===== src/rtl/hazard_ctrl_unit.sv =====
// Pipeline hazard control for the 5-stage MIPS datapath: forwarding, load-use / RAW stalls,
// dmem-wait freeze, mispredict flush, sticky halt drain and saturating stall/flush counters.
module hazard_ctrl_unit #(
  parameter int REG_W  = 5,
  parameter int FWD_EN = 1,
  parameter int CNT_W  = 16
) (
  input  logic             CLK,
  input  logic             nRST,
  input  logic             ihit,
  input  logic             dhit,
  input  logic             mem_dreq,
  input  logic [REG_W-1:0] id_rs,
  input  logic [REG_W-1:0] id_rt,
  input  logic             id_use_rs,
  input  logic             id_use_rt,
  input  logic [REG_W-1:0] ex_rs,
  input  logic [REG_W-1:0] ex_rt,
  input  logic [REG_W-1:0] ex_rd,
  input  logic             ex_regWEN,
  input  logic             ex_memread,
  input  logic [REG_W-1:0] mem_rd,
  input  logic             mem_regWEN,
  input  logic [REG_W-1:0] wb_rd,
  input  logic             wb_regWEN,
  input  logic             ex_br_valid,
  input  logic             ex_br_taken,
  input  logic             ex_pred_taken,
  input  logic             ex_jr,
  input  logic             mem_halt,
  output logic             pcen,
  output logic             redirect,
  output logic             if_id_en,
  output logic             id_ex_en,
  output logic             ex_mem_en,
  output logic             mem_wb_en,
  output logic             if_id_flush,
  output logic             id_ex_flush,
  output logic             ex_mem_flush,
  output logic [1:0]       fwd_a_sel,
  output logic [1:0]       fwd_b_sel,
  output logic             halted,
  output logic [CNT_W-1:0] stall_cnt,
  output logic [CNT_W-1:0] flush_cnt
);

  typedef enum logic {RUN = 1'b0, HALTED = 1'b1} state_e;

  localparam logic [CNT_W-1:0] CNT_ONE = {{(CNT_W-1){1'b0}}, 1'b1};

  state_e           state_q, state_d;
  logic [CNT_W-1:0] stall_cnt_q, stall_cnt_d;
  logic [CNT_W-1:0] flush_cnt_q, flush_cnt_d;

  logic dstall, mispredict, raw_x, raw_m, rawstall;

  function automatic logic [CNT_W-1:0] sat_inc(input logic [CNT_W-1:0] v);
    return (&v) ? v : v + CNT_ONE;
  endfunction

  assign dstall     = mem_dreq & ~dhit;
  assign mispredict = (ex_br_valid & (ex_br_taken != ex_pred_taken)) | ex_jr;
  assign raw_x      = ex_regWEN & (ex_rd != '0) &
                      ((id_use_rs & (ex_rd == id_rs)) | (id_use_rt & (ex_rd == id_rt)));
  assign raw_m      = mem_regWEN & (mem_rd != '0) &
                      ((id_use_rs & (mem_rd == id_rs)) | (id_use_rt & (mem_rd == id_rt)));
  // With forwarding only a load in EX cannot be bypassed in time.
  assign rawstall   = (FWD_EN != 0) ? (raw_x & ex_memread) : (raw_x | raw_m);

  always_comb begin
    state_d     = state_q;
    stall_cnt_d = stall_cnt_q;
    flush_cnt_d = flush_cnt_q;
    pcen        = ihit;
    redirect    = 1'b0;
    if_id_en    = 1'b1;
    id_ex_en    = 1'b1;
    ex_mem_en   = 1'b1;
    mem_wb_en   = 1'b1;
    if_id_flush = 1'b0;
    id_ex_flush = 1'b0;
    case (state_q)
      HALTED: begin
        pcen        = 1'b0;
        if_id_flush = 1'b1;
        id_ex_flush = 1'b1;
      end
      default: begin
        if (mem_halt && !dstall) state_d = HALTED;
        if (dstall) begin
          // EX is frozen, so branch and RAW decisions wait for the next cycle.
          pcen      = 1'b0;
          if_id_en  = 1'b0;
          id_ex_en  = 1'b0;
          ex_mem_en = 1'b0;
          mem_wb_en = 1'b0;
        end else if (mispredict) begin
          pcen        = 1'b1;
          redirect    = 1'b1;
          if_id_flush = 1'b1;
          id_ex_flush = 1'b1;
          flush_cnt_d = sat_inc(flush_cnt_q);
        end else if (rawstall) begin
          pcen        = 1'b0;
          if_id_en    = 1'b0;
          id_ex_flush = 1'b1;
          stall_cnt_d = sat_inc(stall_cnt_q);
        end else if (!ihit) begin
          pcen        = 1'b0;
          if_id_flush = 1'b1;
        end
      end
    endcase
  end

  always_comb begin
    fwd_a_sel = 2'b00;
    fwd_b_sel = 2'b00;
    if (FWD_EN != 0) begin
      if (mem_regWEN && (mem_rd != '0) && (mem_rd == ex_rs))   fwd_a_sel = 2'b01;
      else if (wb_regWEN && (wb_rd != '0) && (wb_rd == ex_rs)) fwd_a_sel = 2'b10;
      if (mem_regWEN && (mem_rd != '0) && (mem_rd == ex_rt))   fwd_b_sel = 2'b01;
      else if (wb_regWEN && (wb_rd != '0) && (wb_rd == ex_rt)) fwd_b_sel = 2'b10;
    end
  end

  always_ff @(posedge CLK or negedge nRST) begin
    if (!nRST) begin
      state_q     <= RUN;
      stall_cnt_q <= '0;
      flush_cnt_q <= '0;
    end else begin
      state_q     <= state_d;
      stall_cnt_q <= stall_cnt_d;
      flush_cnt_q <= flush_cnt_d;
    end
  end

  assign ex_mem_flush = 1'b0;
  assign halted       = (state_q == HALTED);
  assign stall_cnt    = stall_cnt_q;
  assign flush_cnt    = flush_cnt_q;

endmodule

===== config.mk =====
export PLATFORM = sky130hd
export DESIGN_NAME = hazard_ctrl_unit
export DESIGN_NICKNAME = d
export VERILOG_FILES = /design/src/rtl/hazard_ctrl_unit.sv
export SDC_FILE = /design/constraint.sdc
export NUM_CORES = 1
export LEC_CHECK = 0
export BUFFER_PORTS_ARGS = -buffer_cell sky130_fd_sc_hd__buf_2
export CAP_MARGIN = 0
export CORE_MARGIN = 2
export CORE_UTILIZATION = 45
export CTS_BUF_LIST = sky130_fd_sc_hd__clkbuf_8 sky130_fd_sc_hd__clkbuf_16
export DETAILED_ROUTE_END_ITERATION = 8
export MAX_ROUTING_LAYER = met4
export PLACE_DENSITY = 0.76
export SYNTH_ARGS = -nofsm -noshare
export SYNTH_HDL_FRONTEND = slang
export SYNTH_SLANG_ARGS = --single-unit

===== constraint.sdc =====
create_clock -name CLK -period 2.7 [get_ports CLK]
set_clock_uncertainty 0.2 [all_clocks]
set_input_delay 0.135 -clock CLK [delete_from_list [all_inputs] [get_ports CLK]]
set_output_delay 0.135 -clock CLK [all_outputs]
set_load 0.02 [all_outputs]

==> out/summary.txt <==
outcome = completed
worst path arrival time = 2.41 ns
Inserted Diodes = 0
count of different cell masters after synthesis = 36
Slowest-stage cell, CP = or4_4
port buffer count = 95
hold_buf cts = 2
most common cell after layout, fill and taps aside = buf_2
Total Wirelength = 4730 um
drt initial violations = 45
Post-CTS Setup Bufs = 0
Worst-Margin Slew = 0.713 ns
hpwl dp = 3830 um
most frequent cells in the layout = buf_2, xnor2_1, dfrtp_1, xor2_1, nor2_1
CP Capture Type = flop
total gr overflow = 0
clock latency on the worst-skew pair = 0.28 ns
Worst-path clk slew = 0.07 ns
wire per inst = 13.1 um
final hold violations = 0
critical path class = flop to flop
Setup violations, final = 0
Cell Rows = 24
core area = 4380 um^2
all-layer global routing usage = 19.7%
Top Ports = 97
Worst R2R End = stall_cnt[15]
die height = 71.7 um
TritonRoute pass-1 iters = 4
busiest grt layer = met2
Worst Setup Start Kind = flop
antenna violations before repair = 0
RSZ-0062 raised after global routing = false
CTS tree = yes
R2R depth = 7
drt drc = 0
Worst path max stage delay = 0.60 ns
Mean Syn Cell Area = 9.96 um^2
Synthesis Warnings = 0
max_cap viols = 0
fill count = 367
fin nets = 361
CTS H-tree depth = 2
Syn Inst Count = 207
FF+latch count, synth = 33
Final GP Congestion = 0.810
setup TNS = 0 ns
Slew Viols, Final = 0
clock sink count = 33
Vias per Instance = 5.06
Tcrit/Tclk final = 90.3%
mapped cell area = 2060 um^2
global-route wire length before repair = 7940 um
slew margin rel. = 52.5%
vias in the first global route = 1,805
met2 usage = 34.4%
maximum clock frequency = 410 MHz
Initial Util = 47.0%
FF-to-FF Start = stall_cnt[0]
area grow syn2layout = 31.1%
via count = 1,826
Hold Path End = halted
sequential share of the synthesized area = 40.0%
Inserted Clock Buffers = 5
post_cts resized = 0
GR Util met1 = 23.1%
largest net degree at the start of global routing = 34
Min-Delay Path Depth = 4
share of layout cells above drive strength 1 = 37.9%
Mapped Nets = 260
met3 Use GR = 3.52%
CP Max Fanout = 14
Tightest Hold Check Type = input pin to flop
maximum buffer depth of the clock tree = 2
setup slack, reg-to-reg = 0.26 ns
hold path start = mem_dreq
clock root buffer = clkbuf_8
Min Clock Period, post-route = 2.44 ns
Static Leak = 0.00134 uW
die area = 5140 um^2
cell breakdown of the critical path = ha_1 -> nand3_1 -> nor3_1 -> a211oi_2 -> nand3_2 -> or4_4 -> xnor2_2
post-route ant nets = 0
Die X-Extent = 71.7 um
Max IR drop VDD = 0.438 mV
Critical Path RT = 2.67 ns
power per cell area = 418 nW/um^2
total power = 1130 uW
how the worst max path moves through the flow:
stage,startpoint,end,slack [ns],cells after the start
floorplan,flush_cnt[0],flush_cnt[10],0.33,7
global placement,stall_cnt[0],stall_cnt[15],0.34,7
detailed placement,stall_cnt[0],stall_cnt[15],0.27,7
CTS,stall_cnt[0],stall_cnt[15],0.26,7
global route,stall_cnt[0],stall_cnt[15],0.11,7
finish,stall_cnt[0],stall_cnt[15],0.26,7
worst max-delay path, delay by kind of cell (launching register included):
family / cells / cell delay (ns)
XOR/XNOR: 1 / 0.14
flip-flops: 1 / 0.42
AND/OR/NAND/NOR: 4 / 1.02
adder cells (fa/ha/maj): 1 / 0.25
AO/OA/AOI/OAI: 1 / 0.29
cells by family (layout without fill, tap and decap cells):
logic type | after synthesis | after routing | share of synthesized area [%]
AO/OA/AOI/OAI | 13 | 13 | 5.10
XOR/XNOR | 60 | 60 | 25.8
adder cells (fa/ha/maj) | 2 | 2 | 1.21
buffers and inverters | 10 | 112 | 2.43
flip-flops | 33 | 33 | 40.0
multiplexers | 3 | 3 | 1.64
other | 1 | 1 | 0.182
AND/OR/NAND/NOR | 85 | 85 | 23.5
per-layer routing:
| metal | part of all wire [%] | vias up |
|---|---|---|
| met3 | 3.8 | 7 |
| met5 | 0 | - |
| met2 | 52 | 43 |
| met1 | 43 | 853 |
| met4 | 1.2 | 0 |
| li1 | - | 923 |
cell type report:
class	count	area [um^2]	share of cell area (%)
clock buffers	7	96.3	3.56
clock inverters	1	5.00	0.185
inverters	6	22.5	0.833
multi-input cells	164	1190	43.9
flip-flops and latches	33	826	30.5
well taps	52	65.1	2.41
repair buffers	98	503	18.6
cell usage after synthesis, drive strengths merged:
master,number,area share (%)
dfrtp,33,40
mux2,3,1.6
nand3,11,2.9
nor3,7,1.9
or4b,1,0.49
a21o,1,0.36
inv,6,1.1
or2,1,0.30
conb,1,0.18
nand4,13,4.7
o22ai,1,0.30
nor4,4,1.2
xnor2,35,15
nor2,16,2.9
ha,2,1.2
a311oi,1,1.3
o21ai,3,0.73
o21a,1,0.36
and2,1,0.30
nand2,14,2.5
and4,2,1.1
buf,4,1.3
a21oi,4,0.97
a211oi,1,0.61
xor2,25,11
or3,1,0.30
o311a,1,0.49
or4,7,2.7
and3,5,1.5
nand2b,2,0.61
report_power, final:
group          total [uW]  switching [uW]  leakage (uW)  internal, uW
Sequential            533            19.8      0.000436           513
Combinational         192             104      0.000854          88.9
Clock                 406             176     0.0000542           230
Total                1130             299       0.00134           832
registers in the layout, summed over array words and instances, names as in the netlist:
| signal | cells |
|---|---|
| flush_cnt | 16 |
| stall_cnt | 16 |
| halted | 1 |
metrics by stage:
step                hold WS (ns)  area (um^2)  worst slack [ns]  util (%)  instances
floorplan                 -0.361         2060             0.325         -        207
detailed placement        0.0358         2580             0.274      58.9        351
global placement          0.0274         2580             0.340      58.9        351
CTS                       0.0576         2700             0.263      61.7        361
global route               0.125         2700             0.112      61.7        361
finish                    0.0637         2700             0.261      61.7        361
No activity file was read; power rests on OpenSTA's default activity.
